`src/rtl/apb_master_err_if.sv`:
```
// Bundle of the local command/response port and the APB requester bus.
// The "master" modport is the view of the APB requester itself. The "slave"
// modport is the view of the environment: the command source, the response
// sink and the APB completer.
//
// Handshake: a command transfers on a rising edge where cmd_valid and
// cmd_ready are both 1. cmd_valid may be raised at any time. cmd_ready does
// not depend on cmd_valid. rsp_valid is a one-cycle strobe with no
// back-pressure, and the rsp_* fields hold until the next completion.
interface apb_master_err_if #(
    parameter int ADDR_W = 32,
    parameter int DATA_W = 8,
    parameter int CNT_W  = 8
);
    // local command port
    logic              cmd_valid;
    logic              cmd_ready;
    logic              cmd_write;
    logic [ADDR_W-1:0] cmd_addr;
    logic [DATA_W-1:0] cmd_wdata;

    // local response port
    logic              rsp_valid;
    logic [DATA_W-1:0] rsp_rdata;
    logic              rsp_err;
    logic              rsp_timeout;
    logic [CNT_W-1:0]  err_count;

    // APB requester signals
    logic              psel;
    logic              penable;
    logic              pwrite;
    logic [ADDR_W-1:0] paddr;
    logic [DATA_W-1:0] pwdata;
    logic [DATA_W-1:0] prdata;
    logic              pready;
    logic              pslverr;

    // FSM state for observation (0=IDLE, 1=SETUP, 2=ACCESS)
    logic [1:0]        dbg_state;

    modport master (
        input  cmd_valid, cmd_write, cmd_addr, cmd_wdata,
        input  prdata, pready, pslverr,
        output cmd_ready,
        output rsp_valid, rsp_rdata, rsp_err, rsp_timeout, err_count,
        output psel, penable, pwrite, paddr, pwdata,
        output dbg_state
    );

    modport slave (
        output cmd_valid, cmd_write, cmd_addr, cmd_wdata,
        output prdata, pready, pslverr,
        input  cmd_ready,
        input  rsp_valid, rsp_rdata, rsp_err, rsp_timeout, err_count,
        input  psel, penable, pwrite, paddr, pwdata,
        input  dbg_state
    );
endinterface

```
`src/rtl/apb_master_err.sv`:
```
// APB requester with a single outstanding command. Each accepted command is
// run as one SETUP -> ACCESS transfer. pready wait states are honoured, and
// the transfer is aborted after TIMEOUT ACCESS cycles with pready low
// (TIMEOUT=0 disables the abort). Every completion pulses rsp_valid once and
// updates the held rsp_* fields. A saturating counter records how many
// completions were errors.
module apb_master_err #(
    parameter int ADDR_W  = 32,
    parameter int DATA_W  = 8,
    parameter int TIMEOUT = 16,
    parameter int CNT_W   = 8
) (
    input  logic             pclk,
    input  logic             presetn,
    apb_master_err_if.master bus
);

    // Wait counter only needs to reach TIMEOUT-1.
    localparam int WC_W = (TIMEOUT > 2) ? $clog2(TIMEOUT) : 1;
    localparam logic [WC_W-1:0] WC_LAST = (TIMEOUT > 0) ? WC_W'(TIMEOUT - 1) : '0;
    localparam logic TIMEOUT_ON = (TIMEOUT != 0);

    typedef enum logic [1:0] {
        ST_IDLE   = 2'd0,
        ST_SETUP  = 2'd1,
        ST_ACCESS = 2'd2
    } state_t;

    state_t            r_state;
    logic              r_psel;
    logic              r_penable;
    logic              r_pwrite;
    logic [ADDR_W-1:0] r_paddr;
    logic [DATA_W-1:0] r_pwdata;
    logic              r_rsp_valid;
    logic [DATA_W-1:0] r_rsp_rdata;
    logic              r_rsp_err;
    logic              r_rsp_timeout;
    logic [CNT_W-1:0]  r_err_count;
    logic [WC_W-1:0]   r_wait_cnt;

    logic              w_cmd_ready;
    logic              w_timeout_hit;
    logic              w_cnt_sat;

    // Ready whenever idle, including while reset is held. The reset branch
    // below keeps a command from being taken during reset.
    assign w_cmd_ready   = (r_state == ST_IDLE);
    // Last permitted wait cycle has been reached.
    assign w_timeout_hit = TIMEOUT_ON && (r_wait_cnt == WC_LAST);
    // Error counter is at its all-ones ceiling.
    assign w_cnt_sat     = &r_err_count;

    // Transfer sequencer: IDLE -> SETUP (one cycle) -> ACCESS (until pready or timeout).
    always_ff @(posedge pclk or negedge presetn) begin
        if (!presetn) begin
            r_state       <= ST_IDLE;
            r_psel        <= 1'b0;
            r_penable     <= 1'b0;
            r_pwrite      <= 1'b0;
            r_paddr       <= '0;
            r_pwdata      <= '0;
            r_rsp_valid   <= 1'b0;
            r_rsp_rdata   <= '0;
            r_rsp_err     <= 1'b0;
            r_rsp_timeout <= 1'b0;
            r_err_count   <= '0;
            r_wait_cnt    <= '0;
        end else begin
            // The response strobe is one cycle wide. The other rsp_* fields hold.
            r_rsp_valid <= 1'b0;
            unique case (r_state)
                ST_IDLE: begin
                    if (bus.cmd_valid) begin
                        r_pwrite  <= bus.cmd_write;
                        r_paddr   <= bus.cmd_addr;
                        r_pwdata  <= bus.cmd_wdata;
                        r_psel    <= 1'b1;
                        r_penable <= 1'b0;
                        r_state   <= ST_SETUP;
                    end
                end
                ST_SETUP: begin
                    r_penable  <= 1'b1;
                    r_wait_cnt <= '0;
                    r_state    <= ST_ACCESS;
                end
                ST_ACCESS: begin
                    // pready wins over the timeout when both occur on the same edge.
                    if (bus.pready) begin
                        r_rsp_valid   <= 1'b1;
                        r_rsp_err     <= bus.pslverr;
                        r_rsp_rdata   <= r_pwrite ? '0 : bus.prdata;
                        r_rsp_timeout <= 1'b0;
                        r_psel        <= 1'b0;
                        r_penable     <= 1'b0;
                        r_state       <= ST_IDLE;
                        if (bus.pslverr && !w_cnt_sat) begin
                            r_err_count <= r_err_count + CNT_W'(1);
                        end
                    end else if (w_timeout_hit) begin
                        r_rsp_valid   <= 1'b1;
                        r_rsp_err     <= 1'b1;
                        r_rsp_rdata   <= '0;
                        r_rsp_timeout <= 1'b1;
                        r_psel        <= 1'b0;
                        r_penable     <= 1'b0;
                        r_state       <= ST_IDLE;
                        if (!w_cnt_sat) begin
                            r_err_count <= r_err_count + CNT_W'(1);
                        end
                    end else begin
                        r_wait_cnt <= r_wait_cnt + WC_W'(1);
                    end
                end
                default: begin
                    r_state <= ST_IDLE;
                end
            endcase
        end
    end

    assign bus.cmd_ready   = w_cmd_ready;
    assign bus.rsp_valid   = r_rsp_valid;
    assign bus.rsp_rdata   = r_rsp_rdata;
    assign bus.rsp_err     = r_rsp_err;
    assign bus.rsp_timeout = r_rsp_timeout;
    assign bus.err_count   = r_err_count;
    assign bus.psel        = r_psel;
    assign bus.penable     = r_penable;
    assign bus.pwrite      = r_pwrite;
    assign bus.paddr       = r_paddr;
    assign bus.pwdata      = r_pwdata;
    assign bus.dbg_state   = r_state;

endmodule

```
`src/flat_wrapper.sv`:
```
// flat-port wrapper written by rule: the top's interface ports become plain ports
module apb_master_err_flat 
#(
    parameter int ADDR_W  = 32,
    parameter int DATA_W  = 8,
    parameter int TIMEOUT = 16,
    parameter int CNT_W   = 8
)
  (pclk, presetn, bus_cmd_valid, bus_cmd_write, bus_cmd_addr, bus_cmd_wdata, bus_prdata, bus_pready, bus_pslverr, bus_cmd_ready, bus_rsp_valid, bus_rsp_rdata, bus_rsp_err, bus_rsp_timeout, bus_err_count, bus_psel, bus_penable, bus_pwrite, bus_paddr, bus_pwdata, bus_dbg_state);
  apb_master_err_if #(.ADDR_W(ADDR_W), .DATA_W(DATA_W), .CNT_W(CNT_W)) bus_i ();
  input  logic pclk;
  input  logic presetn;
  input wire logic [$bits(bus_i.cmd_valid)-1:0] bus_cmd_valid;
  input wire logic [$bits(bus_i.cmd_write)-1:0] bus_cmd_write;
  input wire logic [$bits(bus_i.cmd_addr)-1:0] bus_cmd_addr;
  input wire logic [$bits(bus_i.cmd_wdata)-1:0] bus_cmd_wdata;
  input wire logic [$bits(bus_i.prdata)-1:0] bus_prdata;
  input wire logic [$bits(bus_i.pready)-1:0] bus_pready;
  input wire logic [$bits(bus_i.pslverr)-1:0] bus_pslverr;
  output wire logic [$bits(bus_i.cmd_ready)-1:0] bus_cmd_ready;
  output wire logic [$bits(bus_i.rsp_valid)-1:0] bus_rsp_valid;
  output wire logic [$bits(bus_i.rsp_rdata)-1:0] bus_rsp_rdata;
  output wire logic [$bits(bus_i.rsp_err)-1:0] bus_rsp_err;
  output wire logic [$bits(bus_i.rsp_timeout)-1:0] bus_rsp_timeout;
  output wire logic [$bits(bus_i.err_count)-1:0] bus_err_count;
  output wire logic [$bits(bus_i.psel)-1:0] bus_psel;
  output wire logic [$bits(bus_i.penable)-1:0] bus_penable;
  output wire logic [$bits(bus_i.pwrite)-1:0] bus_pwrite;
  output wire logic [$bits(bus_i.paddr)-1:0] bus_paddr;
  output wire logic [$bits(bus_i.pwdata)-1:0] bus_pwdata;
  output wire logic [$bits(bus_i.dbg_state)-1:0] bus_dbg_state;
  assign bus_i.cmd_valid = bus_cmd_valid;
  assign bus_i.cmd_write = bus_cmd_write;
  assign bus_i.cmd_addr = bus_cmd_addr;
  assign bus_i.cmd_wdata = bus_cmd_wdata;
  assign bus_i.prdata = bus_prdata;
  assign bus_i.pready = bus_pready;
  assign bus_i.pslverr = bus_pslverr;
  assign bus_cmd_ready = bus_i.cmd_ready;
  assign bus_rsp_valid = bus_i.rsp_valid;
  assign bus_rsp_rdata = bus_i.rsp_rdata;
  assign bus_rsp_err = bus_i.rsp_err;
  assign bus_rsp_timeout = bus_i.rsp_timeout;
  assign bus_err_count = bus_i.err_count;
  assign bus_psel = bus_i.psel;
  assign bus_penable = bus_i.penable;
  assign bus_pwrite = bus_i.pwrite;
  assign bus_paddr = bus_i.paddr;
  assign bus_pwdata = bus_i.pwdata;
  assign bus_dbg_state = bus_i.dbg_state;
  apb_master_err #(.ADDR_W(ADDR_W), .DATA_W(DATA_W), .TIMEOUT(TIMEOUT), .CNT_W(CNT_W)) u_core (.pclk(pclk), .presetn(presetn), .bus(bus_i));
endmodule
```
`config.mk`:
```
export PLATFORM = sky130hd
export DESIGN_NAME = apb_master_err_flat
export DESIGN_NICKNAME = d
export VERILOG_FILES = /design/src/rtl/apb_master_err_if.sv /design/src/rtl/apb_master_err.sv /design/src/flat_wrapper.sv
export SDC_FILE = /design/constraint.sdc
export NUM_CORES = 1
export LEC_CHECK = 0
export ABC_AREA = 1
export CAP_MARGIN = 20
export CORE_ASPECT_RATIO = 0.5
export CORE_MARGIN = 5
export CORE_UTILIZATION = 44
export CTS_BUF_LIST = sky130_fd_sc_hd__clkbuf_4
export DETAILED_ROUTE_END_ITERATION = 8
export GPL_TIMING_DRIVEN = 0
export PLACE_DENSITY = 0.94
export RECOVER_POWER = 25
export SYNTH_ARGS = -nofsm -noshare
export SYNTH_HDL_FRONTEND = slang
export SYNTH_SLANG_ARGS = --single-unit
```
`constraint.sdc`:
```
create_clock -name pclk -period 1.7 [get_ports pclk]
set_input_delay 0.51 -clock pclk [delete_from_list [all_inputs] [get_ports pclk]]
set_output_delay 0.51 -clock pclk [all_outputs]
set_load 0.02 [all_outputs]
```
==> key figures, run 1 <==
Setup path
  – Slowest cell on the critical path: dfrtp_1
  – RR Startpoint: u_core.r_wait_cnt[0]$_DFFE_PN0P_
  – Critical path class: reg2out
  – Delay-heaviest family, CP: flip-flops
  – CP cell instances: nor2_2 > buf_6
  – CP max stage delay: about 0.42 ns
  – Reg2Reg Capture Point: u_core.r_wait_cnt[2]$_DFFE_PN0P_
  – Peak fanout along the critical path: 3
  – Worst-case reg-to-reg path depth: 7
  – Critical Path RT: about 1.2 ns
  – Worst path bufs/invs: 1
  – Startpoint class of the critical path: flip-flop
  – FF-to-FF setup slack: between 0.2 and 0.25 ns
  – Critical path arrival: roughly 1.2 ns
  – Critical path capture point type: output pin

Yosys
  – Syn. warnings: 0
  – Post-synthesis mux area share: 0%
  – Mapped Area: between 0.002 and 0.003 mm2
  – Main combinational cell family by area after synthesis: simple AND/OR/NAND/NOR gates
  – Flops & latches, synth: 68
  – XOR/XNOR share of the synthesized area: 1.22%
  – Sequential-to-total area share from yosys stat: 59.1%
  – Main synth FF type: dfrtp_1
  – Post-synth EDFFs: 0
  – Synth Area in Compound Gates: under 10%
  – Post-Syn Area per Cell: approximately 8.6 um2
  – Syn_nets: between 300 and 400
  – FFs w/ async S/R, synth: between 90% and 100%
  – Post-Synth Simple-Gate Area: around 30%
  – Netlist cell types: 21
  – Synth Area in Adders: less than 1%
  – Synthesized instance count: 334

STA
  – Final setup TNS: 0 ns
  – Setup ws final: 0.0299 ns
  – Slew Limit Fails: 0
  – Hold Fails Final Rpt: 0
  – Period Utilization, post-route: 98.2%
  – Actual slew at the worst max-slew pin: about 0.9 ns
  – Slew margin rel.: 40.1%
  – Final setup violation count: 0
  – Fmax: ~600 MHz
  – Final hold slack: between 0.2 and 0.25 ns
  – Clk_skew: around 0.018 ns
  – Min Tclk post-route: 1.67 ns

Floorplanning
  – Die area: 0.00836 mm2
  – IO Pins: between 100 and 150
  – Rows: 20
  – Initial Util: a little under half
  – Core Area: about 0.0062 mm2
  – Die X: around 120 um
  – Die height: about 67 um

Pwr
  – Pwr dens: ~1600 mW/mm2
  – Max VDD drop: between 0.0008 and 0.0009 V
  – Leakage: 2.30 nW
  – Power Total: approximately 6.6 mW

Clock network
  – Clk Latency, worst-skew pair: approximately 0.42 ns
  – Cts hold-fix bufs: 0
  – Clk buf depth: 2
  – Clock Pin Slew Worst Setup and Hold Paths: 0.11 ns
  – H-tree levels: 3
  – Clk root buf: clkbuf_4
  – TritonCTS clock tree: yes
  – CTS Sinks: 68
  – Inserted Clock Buffers: 9

Global routing
  – Largest net degree at the start of global routing: between 60 and 70
  – Total track usage: approximately a fifth
  – Vias in the first global route: 2614
  – First-pass GRT wire length: between 10 and 15 mm
  – Initial antenna violation count: 0
  – Overflow after GRT: 0

Place
  – Final GP Congestion: 0.770
  – I/O Buffers: roughly 120
  – Post-DP HPWL: about 5.7 mm
  – DP Worst Slack: -0.199 ns

Final layout
  – # diodes: 0
  – Area of the multi-input gates: about 0.0010 mm2
  – Syn-to-layout area delta: 47.5%
  – Share of cells above drive strength 1: around 11%
  – Filler Cell Count: 500
  – Storage element area: 0.00170 mm2
  – Fin nets: ~530

Run status
  – Status: complete, no violations

Drt
  – Detailed Routing Iterations Pass 1: 4
  – Aggregate routed wire length: approximately 7.8 mm
  – # DRC: 0
  – Number of routed nets with antenna violations: 0
  – Initial drt markers: approximately 250
  – Via total after detailed routing: ~2600
  – Via density: ~4.6
  – WL/cell: ~14 um

Job
  – Max Cap Violations: 0

Worst hold path
  – Worst hold-check path type: in2async
-- synth_stat cells, types with 2 or more instances --
library cell  instances  area share (%)
buf_2                 2            0.35
buf_4                 4             1.0
clkbuf_1              4            0.52
dfrtp_1              68              59
ha_1                  2            0.87
inv_1                16             2.1
inv_2                 4            0.52
nand2_1             187              24
nand2_2               2            0.43
nand3_1               4            0.70
nand4_1               2            0.43
nor2_1                9             1.2
nor2_8                2             1.4
o21ai_0               2            0.35
o21ai_1               9             1.6
o21bai_1              9             2.3
xor2_1                4             1.2
-- worst reg2reg max path, delay by kind of cell (launching register included) --
| kind | cells | cell delay, ns |
|---|---|---|
| DFF | 1 | 0.44 |
| and+or+nand+nor | 4 | 0.29 |
| AOI/OAI and AO/OA | 1 | 0.28 |
| adders and majority gates | 1 | 0.25 |
| buffers and inverters | 1 | 0.13 |
-- what timing repair did --
item,in CTS,in global routing
hold endpoints to repair,0,0
endpoints found under the setup margin,65,30
resized for setup,85,29
setup buffers,0,6
pin swaps,0,1
-- layer usage --
| metal | GRT usage [%] | vias to the layer above | wire [um] |
|---|---|---|---|
| met5 | 0 | - | 0 |
| met4 | 7.51 | 0 | 176 |
| met3 | 5.29 | 18 | 306 |
| met2 | 36.2 | 58 | 4170 |
| met1 | 21.4 | 1234 | 3160 |
| li1 | - | 1295 | - |
-- cell type report --
type	instances	share of cell area [%]
clock buffers	12	2.12
clock inverters	4	0.383
repair buffers	124	27.0
inverters	20	1.77
well taps	88	2.59
plain buffers	10	1.30
multi-input cells	236	24.7
flip-flops and latches	68	40.1
-- flip-flops by register name (all words and copies together), names as in the netlist --
register and flops:
u_core.bus.rsp_err 1, u_core.bus.rsp_rdata 8, u_core.bus.pwrite 1, u_core.bus.psel 1, u_core.bus.pwdata 8, u_core.bus.err_count 8, u_core.bus.penable 1, u_core.bus.dbg_state 2
u_core.r_wait_cnt 4, u_core.bus.rsp_valid 1, u_core.bus.rsp_timeout 1, u_core.bus.paddr 32
-- per-stage QoR --
| stage | cells | util, % | cell area, um2 |
|---|---|---|---|
| detailed placement | 540 | 67.2 | 4170 |
| floorplan | 334 | - | 2880 |
| global placement | 540 | 67.2 | 4170 |
| CTS | 556 | 67.9 | 4210 |
| global route | 562 | 68.4 | 4250 |
| finish | 562 | 68.4 | 4250 |
-- worst max-delay path by stage --
stage | depth (start not counted) | endpoint | from
after floorplan | 5 | u_core.bus.pwrite$_DFFE_PN0P_ | u_core.bus.dbg_state[0]$_DFFE_PN0P_
after detailed placement | 5 | u_core.bus.rsp_rdata[5]$_DFFE_PN0P_ | bus_pready
after global placement | 1 | u_core.bus.err_count[5]$_DFFE_PN0P_ | presetn
final | 2 | bus_cmd_ready | u_core.bus.dbg_state[1]$_DFFE_PN0P_
after CTS | 1 | bus_dbg_state[0] | u_core.bus.dbg_state[0]$_DFFE_PN0P_
after global routing | 2 | bus_cmd_ready | u_core.bus.dbg_state[1]$_DFFE_PN0P_
-- logic make-up after synthesis --
family / count (synthesis)
fa+ha+maj: 2
compound gates: 21
flops: 68
simple gates: 209
buf+inv: 30
xor+xnor: 4
-- cell usage in the layout, fill, tap and decap left out, drive strengths merged --
master and instances:
o21ai 11, inv 20, a21oi 1, clkbuf 24, clkinv 4, clkdlybuf4s50 52, dlygate4sd2 34, nand2 190
buf 14, clkdlybuf4s15 22, ha 2, o21bai 9, dfrtp 68, nand3 6, xor2 4, nor2 11
nand4 2
-- power by group --
group | total (mW) | internal, mW | switching, mW | leakage, nW
Combinational | 3.09 | 1.18 | 1.92 | 1.42
Sequential | 2.60 | 2.25 | 0.353 | 0.822
Clock | 0.884 | 0.335 | 0.549 | 0.0638
Total | 6.58 | 3.76 | 2.82 | 2.30
Power figures use the tool's default switching activity.
==> inputs of run 2 (changes only) <==
--- a/config.mk
+++ b/config.mk
@@ -6,14 +6,15 @@
 export NUM_CORES = 1
 export LEC_CHECK = 0
 export ABC_AREA = 1
+export ABC_CLOCK_PERIOD_IN_PS = 2150
 export CAP_MARGIN = 20
-export CORE_ASPECT_RATIO = 0.5
+export CORE_ASPECT_RATIO = 0.75
 export CORE_MARGIN = 5
-export CORE_UTILIZATION = 44
+export CORE_UTILIZATION = 48
 export CTS_BUF_LIST = sky130_fd_sc_hd__clkbuf_4
 export DETAILED_ROUTE_END_ITERATION = 8
 export GPL_TIMING_DRIVEN = 0
-export PLACE_DENSITY = 0.94
+export PLACE_DENSITY = 0.95
 export RECOVER_POWER = 25
 export SYNTH_ARGS = -nofsm -noshare
 export SYNTH_HDL_FRONTEND = slang
==> constraint.sdc (replaced) <==
create_clock -name pclk -period 2.15 [get_ports pclk]
set_input_delay 0.645 -clock pclk [delete_from_list [all_inputs] [get_ports pclk]]
set_output_delay 0.645 -clock pclk [all_outputs]
set_load 0.02 [all_outputs]
==> key figures, run 2 (synthesis gave the netlist of run 1 again) <==
Floorplanning
  – Core Area: a little under 0.006 mm2
  – Die X: just under 100 um
  – Initial Util: 49.4%
  – Die height: around 77 um
  – Die area: approximately 0.0077 mm2
  – Rows: 24
  – IO Pins: about 120

STA
  – Clk_skew: around 0.013 ns
  – Min Tclk post-route: around 2.1 ns
  – Slew margin rel.: -9.60%
  – Fmax: ~480 MHz
  – Final setup violation count: 0
  – Slew Limit Fails: 69
  – RSZ-0062 raised after global routing: no
  – Actual slew at the worst max-slew pin: about 1.6 ns
  – Hold Fails Final Rpt: 0
  – Period Utilization, post-route: ~100%

Setup path
  – CP cell instances: clkdlybuf4s50_1
  – Critical path class: reg2out
  – CP max stage delay: between 0.6 and 0.7 ns
  – Slowest cell on the critical path: clkdlybuf4s50_1
  – Critical Path RT: around 1.5 ns
  – Worst path bufs/invs: 1
  – Peak fanout along the critical path: 4
  – Startpoint class of the critical path: flip-flop
  – Delay-heaviest family, CP: buffers and inverters
  – Critical path arrival: 1.45 ns
  – Critical path capture point type: output pin

Drt
  – Detailed Routing Iterations Pass 1: 4
  – WL/cell: 14.5 um
  – Number of routed nets with antenna violations: 0
  – Initial drt markers: 112
  – Via density: ~4.8
  – # DRC: 0
  – Via total after detailed routing: approximately 2600
  – Aggregate routed wire length: 7.90 mm

Clock network
  – Clock Pin Slew Worst Setup and Hold Paths: 0.09 ns
  – H-tree levels: 3
  – TritonCTS clock tree: yes
  – Inserted Clock Buffers: 9
  – Clk buf depth: 2
  – Clk Latency, worst-skew pair: 0.40 ns
  – Cts hold-fix bufs: 0
  – CTS Sinks: 68
  – Clk root buf: clkbuf_4
  – Postcts setup bufs: 0

Global routing
  – Total track usage: between 20% and 30%
  – Overflow after GRT: 0
  – First-pass GRT wire length: roughly 13 mm
  – Initial antenna violation count: 0
  – Vias in the first global route: roughly 2800
  – Largest net degree at the start of global routing: 69

Pwr
  – P_sw: 2.23 mW
  – Clk pwr share: a little over an eighth
  – Switching share of power: between 40 and 50%
  – Leakage: 2.22 nW
  – Sequential fraction of design power: between 30% and 40%
  – Internal: between 3 and 4 mW
  – Max VDD drop: roughly 0.00096 V
  – Comb pwr share: about half
  – Pwr dens: about 1300 mW/mm2

Final layout
  – Max FFs per register: 32
  – Final instance area: about 0.0043 mm2
  – # diodes: 0
  – Most common cell after layout, fill and taps aside: nand2_1
  – Most frequent cells in the layout: nand2_1, clkdlybuf4s50_1, dfrtp_1
  – Final core utilization: 73.6%
  – Share of cells above drive strength 1: ~6.4%
  – Fin nets: a little over 500
  – Syn-to-layout area delta: 49.0%

Place
  – Post-DP HPWL: slightly below 6 mm
  – I/O Buffers: approximately 120
  – Final GP Congestion: just over 0.8
  – Cell area after placement: slightly above 0.004 mm2

Job
  – Max Cap Violations: 1

Run status
  – Status: finished with violations
  – Failing checks: max-capacitance violations, max-slew violations

Worst hold path
  – Worst hold-check path type: reg2reg
==> run 2: cell count changes in the layout (fill, tap and decap cells not counted), sizes merged, moves of 8 or more <==
| cell | previous run | this run |
|---|---|---|
| dlymetal6s2s | 0 | 9 |
| dlygate4sd2 | 34 | 2 |
| clkdlybuf4s50 | 52 | 106 |
| buf | 14 | 6 |
| clkdlybuf4s15 | 22 | 0 |
| clkbuf | 24 | 15 |
==> run 2: layout make-up <==
cell class / count / area [um2]
sequential: 68 / 1700
fill: 438 / 1540
timing repair buffer: 118 / 1200
multi-input combinational: 236 / 1050
tap: 78 / 97.6
clock buffer: 10 / 75.1
inverter: 20 / 75.1
buffer: 10 / 55.1
clock inverter: 4 / 42.5
==> run 2: power by group through the flow <==
stage          Sequential [mW]  Clock (mW)  Combinational, mW
2_1_floorplan             2.68           0              0.745
5_1_grt                   2.16       0.858               2.92
3_5_place_dp              2.11           0               2.75
3_3_place_gp              2.08           0               2.66
6_report                  2.10       0.764               2.70
4_1_cts                   2.10       0.790               2.75
==> run 2: per-layer routing <==
metal	vias up	global-route usage [%]	wire length (um)
li1	1271	-	-
met1	1243	26.9	3240
met2	98	35.0	3760
met3	9	10.9	807
met4	0	4.64	92
met5	-	0	0
==> run 2: path summary, 6_finish.rpt <==
check                                               startpoint                                   to  slack, ns  cells past startpoint
setup / recovery           u_core.bus.err_count[0]$_DFFE_PN0P_                     bus_err_count[0]       0.05                      1
hold / removal                u_core.bus.pwdata[4]$_DFFE_PN0P_     u_core.bus.pwdata[4]$_DFFE_PN0P_       0.49                      2
setup reg to reg              u_core.r_wait_cnt[0]$_DFFE_PN0P_     u_core.r_wait_cnt[2]$_DFFE_PN0P_       0.70                      7
hold reg to reg               u_core.bus.pwdata[4]$_DFFE_PN0P_     u_core.bus.pwdata[4]$_DFFE_PN0P_       0.49                      2
max in group asynchronous                              presetn  u_core.bus.err_count[0]$_DFFE_PN0P_       0.51                      1
min in group asynchronous                              presetn  u_core.bus.rsp_rdata[6]$_DFFE_PN0P_       0.66                      1
==> run 2: what timing repair did <==
item                       in CTS  in global routing
resized for setup               2                  9
pin swaps                       0                  0
setup endpoints to repair       2                  9
==> run 2: worst min-delay path, delay by kind of cell, from the launching register on <==
family / cells / cell delay [ns]
simple gates: 2 / 0.10
flops: 1 / 0.35
==> run 2: metrics by stage <==
| step | worst slack [ns] | hold slack [ns] | std cells | TNS [ns] | total power [mW] |
|---|---|---|---|---|---|
| 2_1_floorplan | 0.676 | 0.349 | 334 | 0 | 3.42 |
| 3_3_place_gp | -1.75 | 0.453 | 530 | -118.98 | 4.74 |
| 3_5_place_dp | 0.126 | 0.468 | 530 | 0 | 4.86 |
| 4_1_cts | 0.0000883 | 0.346 | 544 | 0 | 5.64 |
| 5_1_grt | 0.000469 | 0.518 | 544 | 0 | 5.94 |
| 6_report | 0.0518 | 0.488 | 544 | 0 | 5.56 |
